**config.mk**
```make
export PLATFORM = sky130hd
export DESIGN_NAME = unidad_procesadora
export DESIGN_NICKNAME = d
export VERILOG_FILES = /design/src/rtl/unidad_procesadora.sv
export SDC_FILE = /design/constraint.sdc
export NUM_CORES = 1
export LEC_CHECK = 0
export CORE_MARGIN = 1.5
export CORE_UTILIZATION = 30
export CTS_CLUSTER_SIZE = 14
export DETAILED_ROUTE_END_ITERATION = 10
export SLEW_MARGIN = 20
export SYNTH_ARGS = -nofsm -noshare
export SYNTH_HDL_FRONTEND = slang
export SYNTH_SLANG_ARGS = --single-unit
```
**constraint.sdc**
```tcl
create_clock -name clk -period 7.6 [get_ports clk]
set_input_delay 1.52 -clock clk [delete_from_list [all_inputs] [get_ports clk]]
set_output_delay 1.52 -clock clk [all_outputs]
set_load 0.02 [all_outputs]
```
**src/rtl/unidad_procesadora.sv**
```systemverilog
// Datapath of the microprogrammed CPU: 8x4 register file, ALU/shifter and B/D muxes.
// Optional macro FLAGS_REG_EN registers the status flags instead of driving them combinationally.
module unidad_procesadora (
    input  logic        clk,
    input  logic        rst_n,
    input  logic [15:0] control,
    input  logic [3:0]  datain,
    input  logic [3:0]  Constant_IN,
    output logic [3:0]  flags,
    output logic [3:0]  dataout,
    output logic [3:0]  adr_out
);

    logic [2:0] da, aa, ba;
    logic       mb, md, rw;
    logic [3:0] fs;

    assign da = control[15:13];
    assign aa = control[12:10];
    assign ba = control[9:7];
    assign mb = control[6];
    assign fs = control[5:2];
    assign md = control[1];
    assign rw = control[0];

    logic [3:0] regs [8];
    logic [3:0] bus_a, bus_b, bus_d, f;
    logic       v_flag, c_flag;

    assign bus_a   = regs[aa];
    assign bus_b   = mb ? Constant_IN : regs[ba];
    assign bus_d   = md ? datain : f;
    assign adr_out = bus_a;
    assign dataout = bus_b;

    always_ff @(posedge clk or negedge rst_n) begin
        if (!rst_n) begin
            for (int i = 0; i < 8; i++) begin
                regs[i] <= 4'b0000;
            end
        end else if (rw) begin
            regs[da] <= bus_d;
        end
    end

    // Arithmetic group shares one adder: FS[2:0] selects the second operand and carry-in.
    logic [3:0] op_b;
    logic       cin;
    logic [4:0] sum;

    always_comb begin
        op_b = 4'b0000;
        cin  = 1'b0;
        case (fs[2:0])
            3'b000: begin op_b = 4'b0000; cin = 1'b0; end
            3'b001: begin op_b = 4'b0000; cin = 1'b1; end
            3'b010: begin op_b = bus_b;   cin = 1'b0; end
            3'b011: begin op_b = bus_b;   cin = 1'b1; end
            3'b100: begin op_b = ~bus_b;  cin = 1'b0; end
            3'b101: begin op_b = ~bus_b;  cin = 1'b1; end
            3'b110: begin op_b = 4'b1111; cin = 1'b0; end
            default: begin op_b = 4'b0000; cin = 1'b0; end
        endcase
        sum = {1'b0, bus_a} + {1'b0, op_b} + {4'b0000, cin};
    end

    always_comb begin
        f      = 4'b0000;
        c_flag = 1'b0;
        v_flag = 1'b0;
        if (fs[3] == 1'b0) begin
            f      = sum[3:0];
            c_flag = sum[4];
            v_flag = (bus_a[3] == op_b[3]) && (sum[3] != bus_a[3]);
        end else begin
            case (fs[2:0])
                3'b000: f = bus_a & bus_b;
                3'b001: f = bus_a | bus_b;
                3'b010: f = bus_a ^ bus_b;
                3'b011: f = ~bus_a;
                3'b100: f = bus_b;
                3'b101: begin f = {1'b0, bus_b[3:1]}; c_flag = bus_b[0]; end
                3'b110: begin f = {bus_b[2:0], 1'b0}; c_flag = bus_b[3]; end
                default: f = 4'b0000;
            endcase
        end
    end

    logic [3:0] flags_comb;
    assign flags_comb = {v_flag, c_flag, f[3], (f == 4'b0000)};

`ifdef FLAGS_REG_EN
    logic [3:0] flags_q;

    always_ff @(posedge clk or negedge rst_n) begin
        if (!rst_n) begin
            flags_q <= 4'b0000;
        end else begin
            flags_q <= flags_comb;
        end
    end

    assign flags = flags_q;
`else
    assign flags = flags_comb;
`endif

endmodule

```
==> key figures <==
Power
  • Clock Power Share: 15.6%
  • Pwr per Cell Area: 238 nW/µm²
  • Internal Power: 456 µW
  • Sw frac: 40.3%
  • Flop pwr share: 34.3%
  • Comb power frac: 50.1%
  • Switch Pwr: 308 µW
  • LEAKAGE: 0.00136 µW
  • Worst VDD drop: 0.120 mV

STA
  • Worst Skew: 0.00480 ns
  • Final worst-path cycle share: 95.3%
  • Final setup violation count: 0
  • Worst slew pin tran: 1.01 ns
  • RSZ-0062 raised after global routing: no
  • Final max-slew violation count: 0
  • Setup TNS: 0 ns
  • Fmax: 138 MHz
  • Slew margin rel.: 32.4%
  • Hold Slack: 0.519 ns
  • Final hold violations: 0
  • Crit path time final: 7.24 ns

Hold path
  • HP Class: flop to flop
  • Hold wc startpoint: regs[10]

Floorplan
  • Die height: 97.0 µm
  • Core Area: 8640 µm²
  • # rows: 34
  • Initial core utilization: 30.7%
  • DIE WIDTH: 97.0 µm
  • IO Pins: 38
  • Total Die Area: 9400 µm²

Clock network
  • CTS tree: done
  • Root buf cell: clkbuf_8
  • CTS sink count: 32
  • Worst skew pair latency: 0.28 ns
  • # Post-CTS Setup Buffers: 0
  • H-Tree Depth: 2
  • Clock Tree Buf Depth: 2
  • Reg clk slew, reported paths: 0.06 ns
  • Cts bufs inserted: 5

Critical path
  • CP Data Arrival Time: 5.72 ns
  • Crit Path Max Fanout: 5
  • Crit end category: primary output
  • Setup crit start: control[9]
  • Origin of the critical flop-to-flop path: regs[4]
  • Crit path required time: 6.08 ns
  • Type of the worst setup path: primary input to primary output
  • Startpoint types: primary input

Layout
  • NumNets Final: 374
  • Util after Layout: 37.1%
  • Area Overhead vs Synth: 20.9%
  • Diode count: 0
  • Largest Register: regs
  • Share of layout cells above drive strength 1: 8.36%
  • Regs by FF count: regs: 32 flops
  • Largest register FFs: 32
  • Fillers: 866

Synth
  • Syn_nets: 339
  • Netlist cell types: 46
  • Gate count of the mapped netlist: 300
  • Most used DFF post-synth: dfrtp_1
  • EDFF count, synth: 0
  • Seq/Total Area, Yosys: 30.2%
  • Post-synth ARST share: 100%
  • Dominant cells by area after synthesis: dfrtp_1 30%, mux2i_1 12%, mux4_2 6.0%
  • Cell taking the most area after synthesis: dfrtp_1
  • Synth Cell Area: 2650 µm²
  • YS warnings: 0
  • Synth top area share: 30.2%
  • Mean Syn Cell Area: 8.83 µm²
  • FF+latch count, synth: 32

Flow run
  • Max-Cap Viols: 0

Drt
  • Vias: 2392
  • DR iter-0 viols: 116
  • Routed Antenna Nets: 0
  • Via density: 5.40
  • Wire per inst: 16.1 µm
  • Metal-1 WL: 3310 µm
  • DRC: 0
  • WL final: 7150 µm
  • Top Layer Used: met4
  • Met2 WL: 3340 µm
  • Drt pass-1 iters: 5
  • Metal3 WL: 363 µm

GRT
  • Grt ovf: 0
  • Largest net degree at the start of global routing: 33
  • Antenna violations before repair: 0
  • GRT Overall Usage: 15.8%
  • Vias in the first global route: 2326
  • First-pass GRT wire length: 12100 µm

Place
  • I/O Buffers: 37
  • Post-DP HPWL: 5620 µm
  • Gpl congestion: 0.822

Outcome
  • Status: finished clean
final cells by class:
class	instances	area, µm²	area share [%]
Sequential cell	32	801	25.0
Clock inverter	1	5.00	0.156
Inverter	16	60.1	1.88
Multi-Input combinational cell	237	1710	53.4
Clock buffer	6	72.6	2.27
Tap cell	108	135	4.22
Timing Repair Buffer	43	418	13.1
through the flow:
stage | instance area, µm² | total power, µW | setup slack (ns) | std cells
finish | 3200 | 763 | 0.359 | 443
global route | 3200 | 824 | 0.0851 | 443
CTS | 3200 | 766 | 0.223 | 443
detailed placement | 3120 | 644 | 0.261 | 436
global placement | 3120 | 637 | 0.355 | 436
floorplan | 2650 | 516 | 1.38 | 300
routing by layer:
layer,GRT usage [%],up-vias
met4,4.91,0
li1,-,1171
met2,25.1,72
met3,2.24,15
met1,22.2,1134
met5,0,-
Yosys cell counts, types with 2 or more instances:
master	instances
nand2b_1	7
nor2_1	40
fa_1	2
xnor2_1	2
inv_1	16
o221a_1	2
nand3_1	10
mux2i_1	32
clkbuf_1	7
nand4_1	4
o31ai_1	5
buf_2	3
a31oi_1	3
a22oi_2	2
nor2b_1	4
mux4_2	7
o22ai_1	3
o211a_1	2
a21oi_1	26
buf_4	2
a22oi_1	11
nand2_1	18
nor3_1	5
a21o_1	3
and2_1	4
buf_6	2
o21ai_0	17
mux2_2	2
ha_1	11
dfrtp_1	32
worst max-delay path, stage by stage:
cell and delay [ns]:
clkdlybuf4s50_1 0.48, and2_1 0.24, a22oi_1 0.31, nand3_1 0.14, nand2_1 0.18, mux2i_1 0.20, nor2_1 0.07, fa_1 0.43
fa_1 0.43, xor2_1 0.19, a2bb2oi_1 0.17, o221a_2 0.20, nand4_1 0.18, nor2_1 0.14, o221a_1 0.21, clkdlybuf4s50_1 0.60
layout by cell type (no fill, tap or decap), drive strengths merged, types with 2 or more instances in the layout:
cell	netlist	final
nand2	18	18
clkbuf	7	6
nor3	5	5
mux2	2	2
and2	4	4
nand4	4	4
dfrtp	32	32
nand2b	7	7
ha	11	11
o31ai	5	5
o221a	3	3
xnor2	2	2
mux4	7	7
o22ai	3	3
inv	16	16
a31oi	3	3
nor2b	4	4
a21o	3	3
nand3	10	10
o21ai	17	17
a21oi	27	27
fa	2	2
clkdlybuf4s50	0	36
a22oi	13	13
nor2	40	40
mux2i	32	32
o211a	2	2
buf	8	6
power by group through the flow:
stage / logic (µW) / registers, µW / clock network (µW)
2_1_floorplan: 271 / 245 / 0
3_3_place_gp: 372 / 264 / 0
3_5_place_dp: 380 / 263 / 0
4_1_cts: 384 / 260 / 122
5_1_grt: 425 / 267 / 131
6_report: 382 / 262 / 119
path summary, 6_finish.rpt:
| path | to | slack, ns | depth (start not counted) |
|---|---|---|---|
| max | flags[0] | 0.36 | 16 |
| min | regs[10] | 0.52 | 2 |
| max reg2reg | regs[10] | 3.59 | 14 |
| min reg2reg | regs[10] | 0.52 | 2 |
| max in group asynchronous | regs[18] | 5.66 | 2 |
| min in group asynchronous | regs[4] | 1.64 | 2 |
what timing repair did:
action / in CTS / in global routing
gates resized for setup: 0 / 1
setup endpoints to repair: 0 / 1
hold buffers: 0 / 0
cells by family (layout without fill, tap and decap cells):
| family | Yosys count | after routing | synth area share [%] |
|---|---|---|---|
| AO/OA/AOI/OAI | 83 | 83 | 20.8 |
| XOR/XNOR | 3 | 3 | 0.992 |
| adder cells (fa/ha/maj) | 13 | 13 | 6.71 |
| buffers and inverters | 31 | 66 | 5.38 |
| flip-flops | 32 | 32 | 30.2 |
| multiplexers | 41 | 41 | 18.9 |
| AND/OR/NAND/NOR | 97 | 97 | 17.0 |
Power figures use the tool's default switching activity.
